<file path="config.mk">
export PLATFORM = sky130hd
export DESIGN_NAME = fu_wb_queue_flat
export DESIGN_NICKNAME = d
export VERILOG_FILES = /design/src/rtl/fu_wb_queue_pkg.sv /design/src/rtl/squash_if.sv /design/src/rtl/fu_wb_queue.sv /design/src/flat_wrapper.sv
export SDC_FILE = /design/constraint.sdc
export NUM_CORES = 1
export LEC_CHECK = 0
export CAP_MARGIN = 5
export CORE_MARGIN = 2
export CORE_UTILIZATION = 52
export DETAILED_ROUTE_END_ITERATION = 7
export GPL_TIMING_DRIVEN = 0
export PLACE_DENSITY = 0.85
export SETUP_SLACK_MARGIN = 0.3
export SLEW_MARGIN = 20
export SYNTH_ARGS = -nofsm -noshare
export SYNTH_HDL_FRONTEND = slang
export SYNTH_SLANG_ARGS = --single-unit
</file>
<file path="constraint.sdc">
create_clock -name clk -period 11.7 [get_ports clk]
set_input_delay 2.925 -clock clk [delete_from_list [all_inputs] [get_ports clk]]
set_output_delay 2.925 -clock clk [all_outputs]
set_load 0.1 [all_outputs]
</file>
<file path="src/rtl/fu_wb_queue_pkg.sv">
// Shared FU result types and queue helpers.
package fu_wb_queue_pkg;

  localparam int unsigned PcW  = 32;
  localparam int unsigned IdW  = 8;
  localparam int unsigned PrdW = 6;
  localparam int unsigned XLen = 32;

  typedef logic [PcW-1:0]  pc_t;
  typedef logic [IdW-1:0]  id_t;
  typedef logic [PrdW-1:0] prd_t;
  typedef logic [XLen-1:0] xlen_t;

  typedef struct packed {
    pc_t   pc;
    id_t   id;
    prd_t  prd;
    xlen_t rdval;
  } fu_output_t;

  // Circular pointer advance; explicit compare keeps non-power-of-two depths correct.
  function automatic int unsigned wrap_inc(int unsigned ptr, int unsigned depth);
    return (ptr == depth - 32'd1) ? 32'd0 : ptr + 32'd1;
  endfunction

endpackage

</file>
<file path="src/rtl/squash_if.sv">
// Pipeline squash broadcast; only valid is carried.
interface squash_if;
  logic valid;
  modport master (output valid);
  modport slave  (input  valid);
endinterface

</file>
<file path="src/rtl/fu_wb_queue.sv">
// Writeback queue behind a long-latency FU. Slots are reserved at issue so an
// FU result pulse (no backpressure) always has room; results drain under
// valid/ready. Squash clears all entries and reservations.
module fu_wb_queue
  import fu_wb_queue_pkg::*;
#(
  parameter int unsigned DEPTH = 2
) (
  input  logic                       clk,
  input  logic                       rstn,
  input  logic                       issue_i,
  output logic                       credit_o,
  input  fu_output_t                 fuoutput_i,
  input  logic                       fuoutput_i_valid,
  output fu_output_t                 wb_o,
  output logic                       wb_o_valid,
  input  logic                       wb_i_ready,
  output logic [$clog2(DEPTH+1)-1:0] count_o,
  squash_if.slave                    squash_io
);

  localparam int unsigned PtrW = (DEPTH > 1) ? $clog2(DEPTH) : 1;
  localparam int unsigned CntW = $clog2(DEPTH + 1);

  fu_output_t    storage_q [DEPTH];
  logic [PtrW-1:0] rd_ptr_q, rd_ptr_d;
  logic [PtrW-1:0] wr_ptr_q, wr_ptr_d;
  logic [CntW-1:0] count_q, count_d;
  logic [CntW-1:0] resv_q, resv_d;
  logic [CntW:0]   occupied;
  logic            squash;
  logic            reserve;
  logic            push;
  logic            pop;

  // Event decode; outputs depend on registers only.
  always_comb begin
    squash     = squash_io.valid;
    occupied   = {1'b0, count_q} + {1'b0, resv_q};
    credit_o   = occupied < (CntW + 1)'(DEPTH);
    wb_o_valid = count_q != '0;
    count_o    = count_q;
    wb_o       = storage_q[rd_ptr_q];
    reserve    = issue_i && credit_o;
    // A result without a reservation has nowhere guaranteed to go: drop it.
    push       = fuoutput_i_valid && (resv_q != '0);
    pop        = wb_o_valid && wb_i_ready;
  end

  // Next-state: net deltas so simultaneous events compose.
  always_comb begin
    rd_ptr_d = rd_ptr_q;
    wr_ptr_d = wr_ptr_q;
    count_d  = count_q + CntW'(push) - CntW'(pop);
    resv_d   = resv_q + CntW'(reserve) - CntW'(push);
    if (pop)  rd_ptr_d = PtrW'(wrap_inc(32'(rd_ptr_q), DEPTH));
    if (push) wr_ptr_d = PtrW'(wrap_inc(32'(wr_ptr_q), DEPTH));
    if (squash) begin
      rd_ptr_d = '0;
      wr_ptr_d = '0;
      count_d  = '0;
      resv_d   = '0;
    end
  end

  // Control state with asynchronous reset.
  always_ff @(posedge clk or negedge rstn) begin
    if (!rstn) begin
      rd_ptr_q <= '0;
      wr_ptr_q <= '0;
      count_q  <= '0;
      resv_q   <= '0;
    end else begin
      rd_ptr_q <= rd_ptr_d;
      wr_ptr_q <= wr_ptr_d;
      count_q  <= count_d;
      resv_q   <= resv_d;
    end
  end

  // Result storage, not reset; a squashed push is never written.
  always_ff @(posedge clk) begin
    if (push && !squash) begin
      storage_q[wr_ptr_q] <= fuoutput_i;
    end
  end

`ifdef INC_ASSERT
  a_issue_needs_credit : assert property (@(posedge clk) disable iff (!rstn)
    issue_i |-> credit_o)
    else $error("issue without credit");

  a_result_needs_resv : assert property (@(posedge clk) disable iff (!rstn)
    fuoutput_i_valid |-> (resv_q != '0))
    else $error("FU result without reservation");

  a_occupancy_bound : assert property (@(posedge clk) disable iff (!rstn)
    occupied <= (CntW + 1)'(DEPTH))
    else $error("count + reservations exceed depth");
`endif

endmodule

</file>
<file path="src/flat_wrapper.sv">
// flat-port wrapper written by rule: the top's interface ports become plain ports
module fu_wb_queue_flat import fu_wb_queue_pkg::*;
#(
  parameter int unsigned DEPTH = 2
)
  (clk, rstn, issue_i, credit_o, fuoutput_i, fuoutput_i_valid, wb_o, wb_o_valid, wb_i_ready, count_o, squash_io_valid);
  squash_if squash_io_i ();
  input  logic clk;
  input  logic rstn;
  input  logic issue_i;
  output logic credit_o;
  input  fu_output_t fuoutput_i;
  input  logic fuoutput_i_valid;
  output fu_output_t wb_o;
  output logic wb_o_valid;
  input  logic wb_i_ready;
  output logic [$clog2(DEPTH+1)-1:0] count_o;
  input wire logic [$bits(squash_io_i.valid)-1:0] squash_io_valid;
  assign squash_io_i.valid = squash_io_valid;
  fu_wb_queue #(.DEPTH(DEPTH)) u_core (.clk(clk), .rstn(rstn), .issue_i(issue_i), .credit_o(credit_o), .fuoutput_i(fuoutput_i), .fuoutput_i_valid(fuoutput_i_valid), .wb_o(wb_o), .wb_o_valid(wb_o_valid), .wb_i_ready(wb_i_ready), .count_o(count_o), .squash_io(squash_io_i));
endmodule
</file>
**After elaboration in Yosys (flattened, before gate mapping)**

Memory sizes are Yosys's and may differ from the RTL's.
Cells that the tools add are included.

- Memories kept: 1
- Memory bits (writable): 156
- Bits in registers: 6
- Output and inout port bits: 82
- Input port bits: 84

Memory list:

| name | words | bits a word | read ports | clocked after memory_dff | write ports | RTL line | RTL |
|---|---|---|---|---|---|---|---|
| u_core.storage_q | 2 | 78 | 1 | 0 | 1 | fu_wb_queue.sv:25 | `fu_output_t storage_q [DEPTH];` |

- Mux-type cells: 10
- Add/sub/neg operators: 7
- $lt $le $gt $ge: 1
- Reduce and logical (&&, ||, !) cells: 9

Operator list:

| kind | count |
|---|---|
| $mux 1 | 8 |
| $reduce_bool 2->1 | 4 |
| $add 2x1->2 | 2 |
| $logic_and 1x1->1 | 4 |
| $mux 2 | 2 |
| $sub 2x1->2 | 2 |
| $add 2x2->3 | 1 |
| $lt 3x2->1 const B | 1 |
| $add 1x1->1 const B | 2 |
| $logic_not 1->1 | 1 |

**Depth between registers and ports, before layout**

Gate-level depths: netlist of run 1.

- Word-level depth: 6
- Mapped depth: 7
- Gate-level depth less buffers: 7

**Worst setup path before layout of run 1**

OpenSTA, ideal clock, no wires.

- Kind: input-to-reg
- Start point: input port fuoutput_i_valid
- End point: memory u_core.storage_q[1][0] (netlist name) (enable)
- Setup time: 626 ps
- Arrival time: 8,754 ps
- Cell stages on the path: 2
- Required time: 11,074 ps
- Setup slack: 2,320 ps
- Cell sequence: o21ai_1 -> nor3b_1

- Word-level cells in the longest chain between the ends: 4

Ends and longest elaborated chain:

| what | RTL line | RTL |
|---|---|---|
| start: declaration | flat_wrapper.sv:13 | `input logic fuoutput_i_valid;` |
| $logic_and 1x1->1 | fu_wb_queue.sv:46 | `push = fuoutput_i_valid && (resv_q != '0);` |
| $logic_and 1x1->1 | fu_wb_queue.sv:83 | `if (push && !squash) begin` |
| $mux 1 | fu_wb_queue.sv:83 |  |
| $mux 1 (implied by the code) | fu_wb_queue.sv:84 | `storage_q[wr_ptr_q] <= fuoutput_i;` |
| end: declaration | fu_wb_queue.sv:25 |  |

No other way between the ends.

**Worst setup path in the final report of run 1**

- Start point: register u_core.count_q[1], in the netlist u_core.count_o[1]
- End point: output port credit_o

- Word-level cells in the longest chain between the ends: 2

Ends and longest elaborated chain:

| what | RTL line | RTL |
|---|---|---|
| start: declaration | fu_wb_queue.sv:28 | `logic [CntW-1:0] count_q, count_d;` |
| start signal: assignment | fu_wb_queue.sv:76 | `count_q <= count_d;` |
| $add 2x2->3 | fu_wb_queue.sv:39 | `occupied = {1'b0, count_q} + {1'b0, resv_q};` |
| $lt 3x2->1 | fu_wb_queue.sv:40 | `credit_o = occupied < (CntW + 1)'(DEPTH);` |
| end: declaration | flat_wrapper.sv:11 | `output logic credit_o;` |

No other way between the ends.

==> results of run 1 <==
[flip-flops by register name (all words and copies together) (netlist names)]
name,cells
u_core.resv_q,2
u_core.rd_ptr_q,1
u_core.wr_ptr_q,1
u_core.count_o,2
u_core.storage_q,156
[synth_stat cells (all sizes together)]
cell      n  share of area, %
edfxtp  156                77
mux2     80                15
clkbuf    7               1.6
inv       7              0.43
dfrtp     6               2.5
ha        4              0.82
nor2      4              0.25
nor2b     4              0.53
buf       3              0.61
nand2     2              0.12
xnor3     2              0.74
and2      1              0.10
and3      1              0.10
fa        1              0.33
nor3      1             0.082
nor3b     1              0.12
o21a      1              0.12
o21ai     1             0.082
[worst max-delay path, cell delays in order (launching register included)]
cell,delay (ps)
dfrtp_1,410
inv_1,100
fa_1,580
and2_1,140
clkdlybuf4s50_1,1130
[power groups by stage]
| stage | Combinational [mW] | Clock, mW | Sequential (mW) |
|---|---|---|---|
| after floorplan | 0.719 | 0 | 0.738 |
| after global placement | 0.935 | 0 | 0.725 |
| after detailed placement | 0.961 | 0 | 0.716 |
| after CTS | 0.966 | 0.527 | 0.705 |
| after global routing | 0.989 | 0.546 | 0.709 |
| final | 0.959 | 0.516 | 0.705 |
[metal layers]
| layer | wire [µm] | vias up |
|---|---|---|
| met5 | 0 | - |
| met4 | 240 | 0 |
| met3 | 665 | 18 |
| met2 | 6600 | 116 |
| met1 | 4880 | 1648 |
| li1 | - | 1507 |
[final cells by class]
cell class                 instances  area, µm²
inverter                           7       26.3
clock buffer                      19        433
fill                             675       2780
buffer                            10        134
clock inverter                    12        118
sequential                       162       4830
multi-input combinational        103       1120
timing repair buffer             182       1800
tap                              143        179
[final timing paths]
| path | end | depth (start not counted) |
|---|---|---|
| worst max-delay path | credit_o | 4 |
| worst max register to register | u_core.storage_q[1][51] | 5 |
| max in group asynchronous | u_core.wr_ptr_q | 1 |
| min in group asynchronous | u_core.resv_q[0] | 1 |
| worst min register to register | u_core.wr_ptr_q | 2 |
| worst min-delay path | u_core.wr_ptr_q | 2 |
[cell families (layout without fill, tap and decap cells)]
kind of cell    count (synthesis)  count (layout)  synth area share, %
buf+inv                        17             230                 2.62
flops                         162             162                 79.2
fa+ha+maj                       5               5                 1.15
mux                            80              80                 14.8
xor+xnor                        2               2                0.738
compound gates                  2               2                0.205
simple gates                   14              14                 1.31
==> impl_metrics.ini, run 1 <==
[power_and_ir_drop]
power_frac_comb_pct = 44.0
power.density_nw_per_um2 = 252
power_switching_mw = 0.911
power_mw = 2.18
power_leakage_nw = 2.98
clock_power_share_pct = 23.7
pwr-share-seq_pct = 32.3
ir_drop_mv = 0.277
power.internal_mw = 1.27
swShare_pct = 41.8

[timing]
slew_headroom_pct = 32.1
drv_slew = 0
min_period_ps = 5690
skew_ps = 4.53
fin_ws_ps = 6010
tightestPinTransition_ps = 1010
tns_ps = 0
final_hold_viol_count = 0
rsz0062_at_grt = no
fmax_mhz = 176
hold_slack_ps = 680
finalSetupViolations = 0
fin_crit_sh_pct = 48.6

[floorplanning]
fp.coreArea_um2 = 11400
initial_core_util_pct = 53.5
num_io_pins = 166
die-height_um = 112
std_cell_rows = 39
dieWidth_um = 112
dieArea_um2 = 12600

[synthesis]
avgSynthCellArea_um2 = 21.6
yosysSeqAreaShare_pct = 79.2
ys_types = 20
synth_seq_cells = 162
synth_area_um2 = 6100
synthCells = 282
ys_warn_count = 0
syn_nets = 371

[clock_network]
tritoncts = yes
cts_sinks = 162
cts_resized = 0
cts_max_path_buffers = 2
cts_hold_buf = 0
clkTransAtPathRegs_ps = 60
cts-buffers-inserted = 17
htree_levels = 4
root_buffer = clkbuf_16
clk_latency_ps = 420
postCtsSetupBuffers = 0

[grt]
antenna_found_initial = 0
grt_use_met2_pct = 35.1
grt_pass1_vias = 3598
grt_max_degree = 17
grt_usage_pct = 20.3
grt_use_met1_pct = 24.5
top_usage_layer = met2
grt_overflow_total = 0
use_met3_pct = 5.56
grt_pass1_wl_um = 19200

[drt]
vias_per_cell = 5.16
detailroute.via_count = 3289
drt-initial-drc-count = 163
dr.pass1.iters = 4
routed_wl_um = 12400
drtAntennaViolNets = 0
drcViolationCount = 0
avgRoutedWirePerCell_um = 19.4

[cells_and_area]
layout_commonest_cell = clkdlybuf4s50_1
layout.nets = 572
final_area_um2 = 8640
layout_common_cells = clkdlybuf4s50_1 (164), edfxtp_1 (156), mux2_2 (80)
finish.utilization_pct = 75.7
diodes = 0
layoutNonFillerInstCount = 638
area_growth_pct = 41.6
drive_gt1_share_pct = 27.9

[critical_path]
cp.arrival_ps = 2770
worstSetupPathType = reg2out
required_ps = 8780
start_kind = flip-flop
rrSetupSlack_ps = 9510
crit_start = u_core.count_o[1]
critPathMaxFanout = 4
worstReg2RegStart = u_core.resv_q[1]
endpoint_kind = output pin

[placed_design]
placed_area_um2 = 8090
dp.cells = 607
dpl_worst_slack_ps = 6470
place_congestion = 0.754
dp_hpwl_um = 8870
io_buffers = 164

[min_path]
min_from = u_core.wr_ptr_q
hold_path.class = reg2reg

[job]
cap_violations = 0

[status]
outcome = finished clean
Power figures use the tool's default switching activity.
==> run 2, diff against run 1 <==
--- a/config.mk
+++ b/config.mk
@@ -7,10 +7,10 @@
 export LEC_CHECK = 0
 export CAP_MARGIN = 5
 export CORE_MARGIN = 2
-export CORE_UTILIZATION = 52
+export CORE_UTILIZATION = 48
 export DETAILED_ROUTE_END_ITERATION = 7
 export GPL_TIMING_DRIVEN = 0
-export PLACE_DENSITY = 0.85
+export PLACE_DENSITY = 0.8
 export SETUP_SLACK_MARGIN = 0.3
 export SLEW_MARGIN = 20
 export SYNTH_ARGS = -nofsm -noshare
==> constraint.sdc (replaced) <==
create_clock -name clk -period 5.9 [get_ports clk]
set_input_delay 1.475 -clock clk [delete_from_list [all_inputs] [get_ports clk]]
set_output_delay 1.475 -clock clk [all_outputs]
set_load 0.1 [all_outputs]
==> run 2 against run 1 <==
Effect of this change:
- routed wire length down 9.9%
- cell count up 3.9%
- sequential power up 99%
- critical path depth unchanged
- register-to-register slack worse by 5700 ps
- power up 99%
- flip-flop and latch count unchanged
- worst hold slack worse by 1.1 ps
==> impl_metrics.ini, run 2 (synthesis gave the netlist of run 1 again) <==
[grt]
grt_use_met2_pct = 28.6
grt_usage_pct = 16.4
antenna_found_initial = 0
grt_pass1_vias = 3356
grt_use_met1_pct = 17.8
grt_overflow_total = 0
use_met3_pct = 6.85
top_usage_layer = met2
grt_pass1_wl_um = 16200
grt_max_degree = 17

[clock_network]
postCtsSetupBuffers = 0
cts-buffers-inserted = 17
cts_max_path_buffers = 2
htree_levels = 4
clkTransAtPathRegs_ps = 60
clk_latency_ps = 410
cts_sinks = 162
root_buffer = clkbuf_16
cts_hold_buf = 0
cts_resized = 0
tritoncts = yes

[power_and_ir_drop]
power.density_nw_per_um2 = 497
pwr-share-seq_pct = 32.1
power_leakage_nw = 3.00
power_mw = 4.35
power_switching_mw = 1.79
swShare_pct = 41.1
power_frac_comb_pct = 43.7
power.internal_mw = 2.56
clock_power_share_pct = 24.2
ir_drop_mv = 0.351

[cells_and_area]
ff_latch_area_um2 = 4830
fillers = 875
layout.nets = 568
area_growth_pct = 43.4
layout_commonest_cell = clkdlybuf4s50_1
regMostFlops = u_core.storage_q
final_area_um2 = 8750
drive_gt1_share_pct = 27.1
diodes = 0
largest_reg_flops = 156
multi_input_area_um2 = 1130
layoutNonFillerInstCount = 663
layout_common_cells = clkdlybuf4s50_1 (164), edfxtp_1 (156), mux2_2 (80)

[timing]
fmax_mhz = 238
rsz0062_at_grt = no
min_period_ps = 4210
hold_slack_ps = 679
slew_headroom_pct = 32.0
final_hold_viol_count = 0
drv_slew = 0
fin_crit_sh_pct = 71.3
skew_ps = 4.15
fin_ws_ps = 1690
tightestPinTransition_ps = 1020
finalSetupViolations = 0

[placed_design]
dp.cells = 632
dpl_worst_slack_ps = 2120
dp_hpwl_um = 8060
placed_area_um2 = 8180
io_buffers = 164
place_congestion = 0.707

[critical_path]
endpoint_kind = output pin
crit_path_top_delay_cell = clkdlybuf4s50_1
cp_cell_sequence = inv_1 > fa_1 > and2_1 > clkdlybuf4s50_1
crit_family = buffers and inverters
worstSetupPathType = reg2out
required_ps = 4430
cpPeakStageDelay_ps = 1140
cp.arrival_ps = 2730
worstReg2RegEnd = u_core.storage_q[1][37]
ff2ff_path_depth = 5
worstReg2RegStart = u_core.resv_q[1]
crit_start = u_core.count_o[1]
start_kind = flip-flop
critPathMaxFanout = 4
worst-path-stages = 4
crit_buf_inv = 2
endpoint = credit_o
rrSetupSlack_ps = 3810

[drt]
routed_wl_um = 11200
avgRoutedWirePerCell_um = 16.8
detailroute.via_count = 3192
drcViolationCount = 0
vias_per_cell = 4.81
drtAntennaViolNets = 0
dr.pass1.iters = 4
drt-initial-drc-count = 132

[floorplanning]
std_cell_rows = 41
dieArea_um2 = 13600
dieWidth_um = 117
initial_core_util_pct = 48.8
fp.coreArea_um2 = 12500
die-height_um = 117
num_io_pins = 166

[min_path]
hold_depth = 2
hold_path.class = reg2reg

[status]
outcome = finished clean

[job]
cap_violations = 0
-- run 2: worst min-delay path: stages, from the launching register on --
cell and delay [ps]:
dfrtp_1 370, xnor3_1 230, nor2_1 40
-- run 2: final cells by class --
cell class / count / area share [%]
Clock buffer: 18 / 4.90
Clock inverter: 13 / 1.64
Buffer: 10 / 1.53
Tap cell: 172 / 2.46
Inverter: 7 / 0.300
Sequential cell: 162 / 55.2
Timing Repair Buffer: 178 / 21.0
Multi-Input combinational cell: 103 / 12.9
-- run 2: per-layer routing --
metal  up-vias  routed length, µm
li1       1501                  -
met2       109               5950
met4         0                205
met1      1567               4300
met3        15                705
met5         -                  0
-- run 2: power by group through the flow --
stage / logic, mW / registers [mW] / clock network (mW)
floorplan: 1.43 / 1.46 / 0
global placement: 1.86 / 1.43 / 0
detailed placement: 1.91 / 1.42 / 0
CTS: 1.92 / 1.40 / 1.08
global route: 1.96 / 1.40 / 1.12
finish: 1.90 / 1.40 / 1.05
-- run 2: worst min-delay path by stage --
stage	to	slack, ps	startpoint
floorplan	u_core.wr_ptr_q	620	u_core.wr_ptr_q
global placement	u_core.wr_ptr_q	630	u_core.wr_ptr_q
detailed placement	u_core.resv_q[1]	670	u_core.resv_q[1]
CTS	u_core.resv_q[1]	680	u_core.resv_q[1]
global route	u_core.resv_q[1]	750	u_core.resv_q[1]
finish	u_core.resv_q[1]	680	u_core.resv_q[1]
-- run 2: through the flow --
stage	TNS [ps]	util [%]
global route	0	69.9
detailed placement	0	65.3
finish	0	69.9
CTS	0	69.9
floorplan	0	-
global placement	-213490	63.7
